File: src/rtl/cpu_run_ctrl.sv
// rtl/cpu_run_ctrl.sv - run/step/breakpoint sequencer generating the CPU clock from mem_clk
module cpu_run_ctrl #(
    parameter int DEBOUNCE_CYCLES = 500000,
    parameter int CNT_W           = 32
) (
    input  logic             mem_clk,
    input  logic             resetn,
    input  logic             run_sw,
    input  logic             step_btn_n,
    input  logic             bp_en,
    input  logic [31:0]      bp_addr,
    input  logic [31:0]      pc,
    output logic             cpu_clk,
    output logic [1:0]       state,
    output logic             halted,
    output logic [CNT_W-1:0] cycle_count
);

    typedef enum logic [1:0] {
        ST_STOP  = 2'd0,
        ST_RUN   = 2'd1,
        ST_STEP  = 2'd2,
        ST_BREAK = 2'd3
    } state_t;

    localparam int DB_W = $clog2(DEBOUNCE_CYCLES + 1);
    localparam logic [DB_W-1:0] DB_LAST = DB_W'(DEBOUNCE_CYCLES - 1);

    logic            run_meta, run_sync;
    logic            btn_meta, btn_sync;
    logic            btn_db;
    logic [DB_W-1:0] db_cnt;
    logic            db_hit;
    logic            step_pulse;

    state_t          state_q, state_n;
    logic            clk_q, clk_n;
    logic            skip_q, skip_n;
    logic [CNT_W-1:0] cnt_q, cnt_n;
    logic            halted_q;

    always_ff @(posedge mem_clk) begin
        if (!resetn) begin
            run_meta <= 1'b0;
            run_sync <= 1'b0;
            btn_meta <= 1'b1;
            btn_sync <= 1'b1;
        end else begin
            run_meta <= run_sw;
            run_sync <= run_meta;
            btn_meta <= step_btn_n;
            btn_sync <= btn_meta;
        end
    end

    // The press is reported on the same edge the debounced level flips low.
    assign db_hit     = (btn_sync != btn_db) && (db_cnt == DB_LAST);
    assign step_pulse = db_hit && btn_db;

    always_ff @(posedge mem_clk) begin
        if (!resetn) begin
            btn_db <= 1'b1;
            db_cnt <= '0;
        end else if (btn_sync != btn_db) begin
            if (db_hit) begin
                btn_db <= btn_sync;
                db_cnt <= '0;
            end else begin
                db_cnt <= db_cnt + DB_W'(1);
            end
        end else begin
            db_cnt <= '0;
        end
    end

    always_comb begin
        state_n = state_q;
        clk_n   = clk_q;
        skip_n  = skip_q;
        cnt_n   = cnt_q;
        if (clk_q) begin
            // Falling edge closes a CPU period.
            clk_n  = 1'b0;
            cnt_n  = cnt_q + CNT_W'(1);
            skip_n = 1'b0;
            if (state_q == ST_STEP) state_n = ST_STOP;
        end else begin
            case (state_q)
                ST_STOP: begin
                    if (step_pulse)    state_n = ST_STEP;
                    else if (run_sync) state_n = ST_RUN;
                end
                ST_RUN: begin
                    if (!run_sync) begin
                        state_n = ST_STOP;
                    end else if (bp_en && (pc == bp_addr) && !skip_q) begin
                        state_n = ST_BREAK;
                        skip_n  = 1'b1;
                    end else begin
                        clk_n = 1'b1;
                    end
                end
                ST_STEP: clk_n = 1'b1;
                ST_BREAK: begin
                    if (step_pulse)     state_n = ST_STEP;
                    else if (!run_sync) state_n = ST_STOP;
                end
                default: state_n = ST_STOP;
            endcase
        end
    end

    always_ff @(posedge mem_clk) begin
        if (!resetn) begin
            state_q  <= ST_STOP;
            clk_q    <= 1'b0;
            skip_q   <= 1'b0;
            cnt_q    <= '0;
            halted_q <= 1'b0;
        end else begin
            state_q  <= state_n;
            clk_q    <= clk_n;
            skip_q   <= skip_n;
            cnt_q    <= cnt_n;
            halted_q <= (state_n == ST_BREAK);
        end
    end

    assign cpu_clk     = clk_q;
    assign state       = state_q;
    assign halted      = halted_q;
    assign cycle_count = cnt_q;

endmodule

File: config.mk
export PLATFORM = sky130hd
export DESIGN_NAME = cpu_run_ctrl
export DESIGN_NICKNAME = d
export VERILOG_FILES = /design/src/rtl/cpu_run_ctrl.sv
export SDC_FILE = /design/constraint.sdc
export NUM_CORES = 1
export LEC_CHECK = 0
export BUFFER_PORTS_ARGS = -buffer_cell sky130_fd_sc_hd__clkbuf_2
export CAP_MARGIN = 15
export CORE_MARGIN = 4
export CORE_UTILIZATION = 51
export CTS_CLUSTER_DIAMETER = 150
export DETAILED_ROUTE_END_ITERATION = 8
export GPL_ROUTABILITY_DRIVEN = 0
export PLACE_DENSITY_LB_ADDON = 0.3
export REMOVE_ABC_BUFFERS = 1
export SYNTH_ARGS = -nofsm -noshare
export SYNTH_HDL_FRONTEND = slang
export SYNTH_SLANG_ARGS = --single-unit
File: constraint.sdc
create_clock -name mem_clk -period 1.9 [get_ports mem_clk]
set_input_delay 0.285 -clock mem_clk [delete_from_list [all_inputs] [get_ports mem_clk]]
set_output_delay 0.285 -clock mem_clk [all_outputs]
set_load 0.02 [all_outputs]
==> metrics <==
status=finished clean; TritonCTS buffer count=9; Leak=1.76 nW; Slowest cell on crit path=dfxtp_1; die span in y=88.2 um; Post-Place Cell Area=3970 um^2; Global Route Usage Sum=20.5%; worst hold start=step_btn_n; Max Fclk=0.555 GHz; nature of the critical path endpoint=register; XOR/XNOR Fraction of Synth Area=19.2%; DRC viols=0; critical-path cell list=ha_1 -> and3_1 -> nand4_1 -> o221a_1 -> a221o_1 -> a21oi_1; Post-Synthesis Cells=360; CTS Sinks=61; post-synth top area share=37.2%; flop and latch count out of synthesis=61; dominant cell type by area after synthesis=dfxtp_1; Clock Path Buffers=2; post-synthesis mux area share=0.916%; critical path arrival=2.06 ns; wire per inst=13.6 um; final setup fails=0; hpwl dp=5810 um; Initial Utilization=53.8%; filler instances=503; Synth Area in Adders=2.29%; Worst-Margin Slew=0.414 ns; Slew Viols, Final=0; synthesized cell area=3280 um^2; largest cells by area after synthesis=dfxtp_1 (37%), xnor2_1 (14%), xor2_1 (5.1%); most frequent cells in the layout=clkbuf_2 (104), dfxtp_1 (60), xnor2_1 (53); die area=7780 um^2; Syn-to-layout area delta=28.3%; Synth warnings=0; input/output buffers=104; type of the worst setup path=reg -> reg; Antenna diodes=0; Worst R2R Path Depth=6; Hold Crit Class=in -> reg; clk_skew=0.0107 ns; share of cells above drive strength 1=30.0%; worst skew pair latency=0.33 ns; Unique masters post-synth=44; critical path's top delay family=compound AO/OA/AOI/OAI gates; die width=88.2 um; fin nets=557; compound-cell area share of the yosys netlist=7.97%; first-pass GRT wire length=12800 um; clock transition at the registers of the reported paths=0.06 ns; CTS H-tree depth=3; Root Buffer=clkbuf_8; maximum vdd drop=0.559 mV; Critical path origin=db_cnt[0]$_SDFF_PP0_; row cnt=28; crit path buf inv count=0; utilization after layout=69.0%; vias post-DR=2956; via-per-instance ratio=5.26; max_cap viols=0; final instance area=4210 um^2; commonest non-fill, non-tap cell in the layout=clkbuf_2; Post-Synth Simple-Gate Area=30.4%; number of synthesized flops with an enable pin=0; WP depth=6; Multi-input gate area=2000 um^2; register area share after synthesis=37.2%; Power Density=663 nW/um^2; Tcrit/Tclk final=94.8%; CP max stage delay=0.36 ns; vias in the first global route=2918; WL final=7640 um; Worst Setup Start Kind=register; RSZ-0062 raised after global routing=no; Initial DRC Count=123; Primary FF master, synth=dfxtp_1; Worst Hold Depth=2; largest family of logic cells by synthesized area=simple AND/OR/NAND/NOR gates; CTS tree=done; Avg Inst Size Synth=9.11 um^2; initial antenna violation count=0; Worst slew margin=72.4%; post-layout min period=1.80 ns; Worst EP required=2.16 ns; core area=6100 um^2; R2R Path Start=db_cnt[0]$_SDFF_PP0_; post-cts sizing count=0; Final ANT Viol Nets=0; Hold-fix buffers, CTS=0; I/O pins=105; Hold Vio Cnt, Final=0; DRT Pass-1 Iters=4; setup bufs post-CTS=0; register area=1220 um^2; Max Fanout on Critical Path=4; total gr overflow=0; FFs w/ async S/R, synth=0%; largest net degree at the start of global routing=24
[where the power goes]
part           switching, mW  internal [mW]  total [mW]
Combinational         0.0909          0.115       0.206
Sequential           0.00324           1.28        1.29
Clock                  0.484          0.812        1.30
[cell type report]
cell class | instances | share of cell area, %
multi-input cells | 283 | 47.6
well taps | 75 | 2.23
inverters | 9 | 0.803
clock inverters | 3 | 1.61
flip-flops and latches | 61 | 29.1
repair buffers | 118 | 15.0
clock buffers | 13 | 3.78
[cell families after synthesis]
logic type / Yosys count
AOI/OAI and AO/OA: 36
xor gates and xnor gates: 72
adders and majority gates: 6
buffers and inverters: 16
DFF: 61
muxes: 3
and+or+nand+nor: 166
[final timing paths]
check | endpoint | slack, ns
setup / recovery | halted$_SDFF_PN0_ | 0.1
hold reg to reg | btn_sync$_SDFF_PN1_ | 0.42
setup reg to reg | halted$_SDFF_PN0_ | 0.1
hold / removal | btn_meta$_SDFF_PN1_ | 0.17
[cell usage after synthesis (5+ instances only)]
| master | number |
|---|---|
| dfxtp_1 | 61 |
| xnor2_1 | 53 |
| nor2_1 | 31 |
| and2_1 | 25 |
| nand2_1 | 24 |
| nand4_1 | 19 |
| xor2_1 | 19 |
| nand3_1 | 16 |
| inv_1 | 9 |
| nand2b_1 | 8 |
| o21ai_0 | 7 |
| a21oi_1 | 6 |
| ha_1 | 6 |
| nor4_1 | 6 |
| o211ai_1 | 6 |
| o31ai_1 | 6 |
| and3_1 | 5 |
| clkbuf_1 | 5 |
[layer usage]
metal | vias to the layer above | GRT usage [%] | routed length [um]
met5 | - | 0 | 0
met4 | 0 | 4.95 | 81
met3 | 12 | 6.30 | 251
met2 | 53 | 36.2 | 4070
met1 | 1384 | 24.3 | 3240
li1 | 1507 | - | -
[metrics by stage]
stage                     instances  TNS, ns  hold WS, ns  power (mW)  setup slack (ns)
after global routing            562        0        0.164        2.89           0.00262
after detailed placement        546        0        0.406        1.52            0.0515
after CTS                       562        0        0.155        2.82            0.0406
final                           562        0        0.165        2.79            0.0980
after floorplan                 353   -0.744        0.347        1.41           -0.0840
after global placement          546        0        0.391        1.52             0.147
[flip-flops by register name, summed over array words and instances, names as in the netlist]
register,flops
db_cnt,19
cycle_count,32
run_meta,1
skip_q,1
state,2
btn_sync,1
halted,1
btn_meta,1
cpu_clk,1
btn_db,1
run_sync,1
[worst register-to-register path: cells and delay by family, from the launching register on]
| family | cells | cell delay (ns) |
|---|---|---|
| AOI/OAI and AO/OA | 3 | 0.71 |
| and+or+nand+nor | 2 | 0.46 |
| DFF | 1 | 0.36 |
| adders and majority gates | 1 | 0.21 |
No activity file was read; power rests on OpenSTA's default activity.
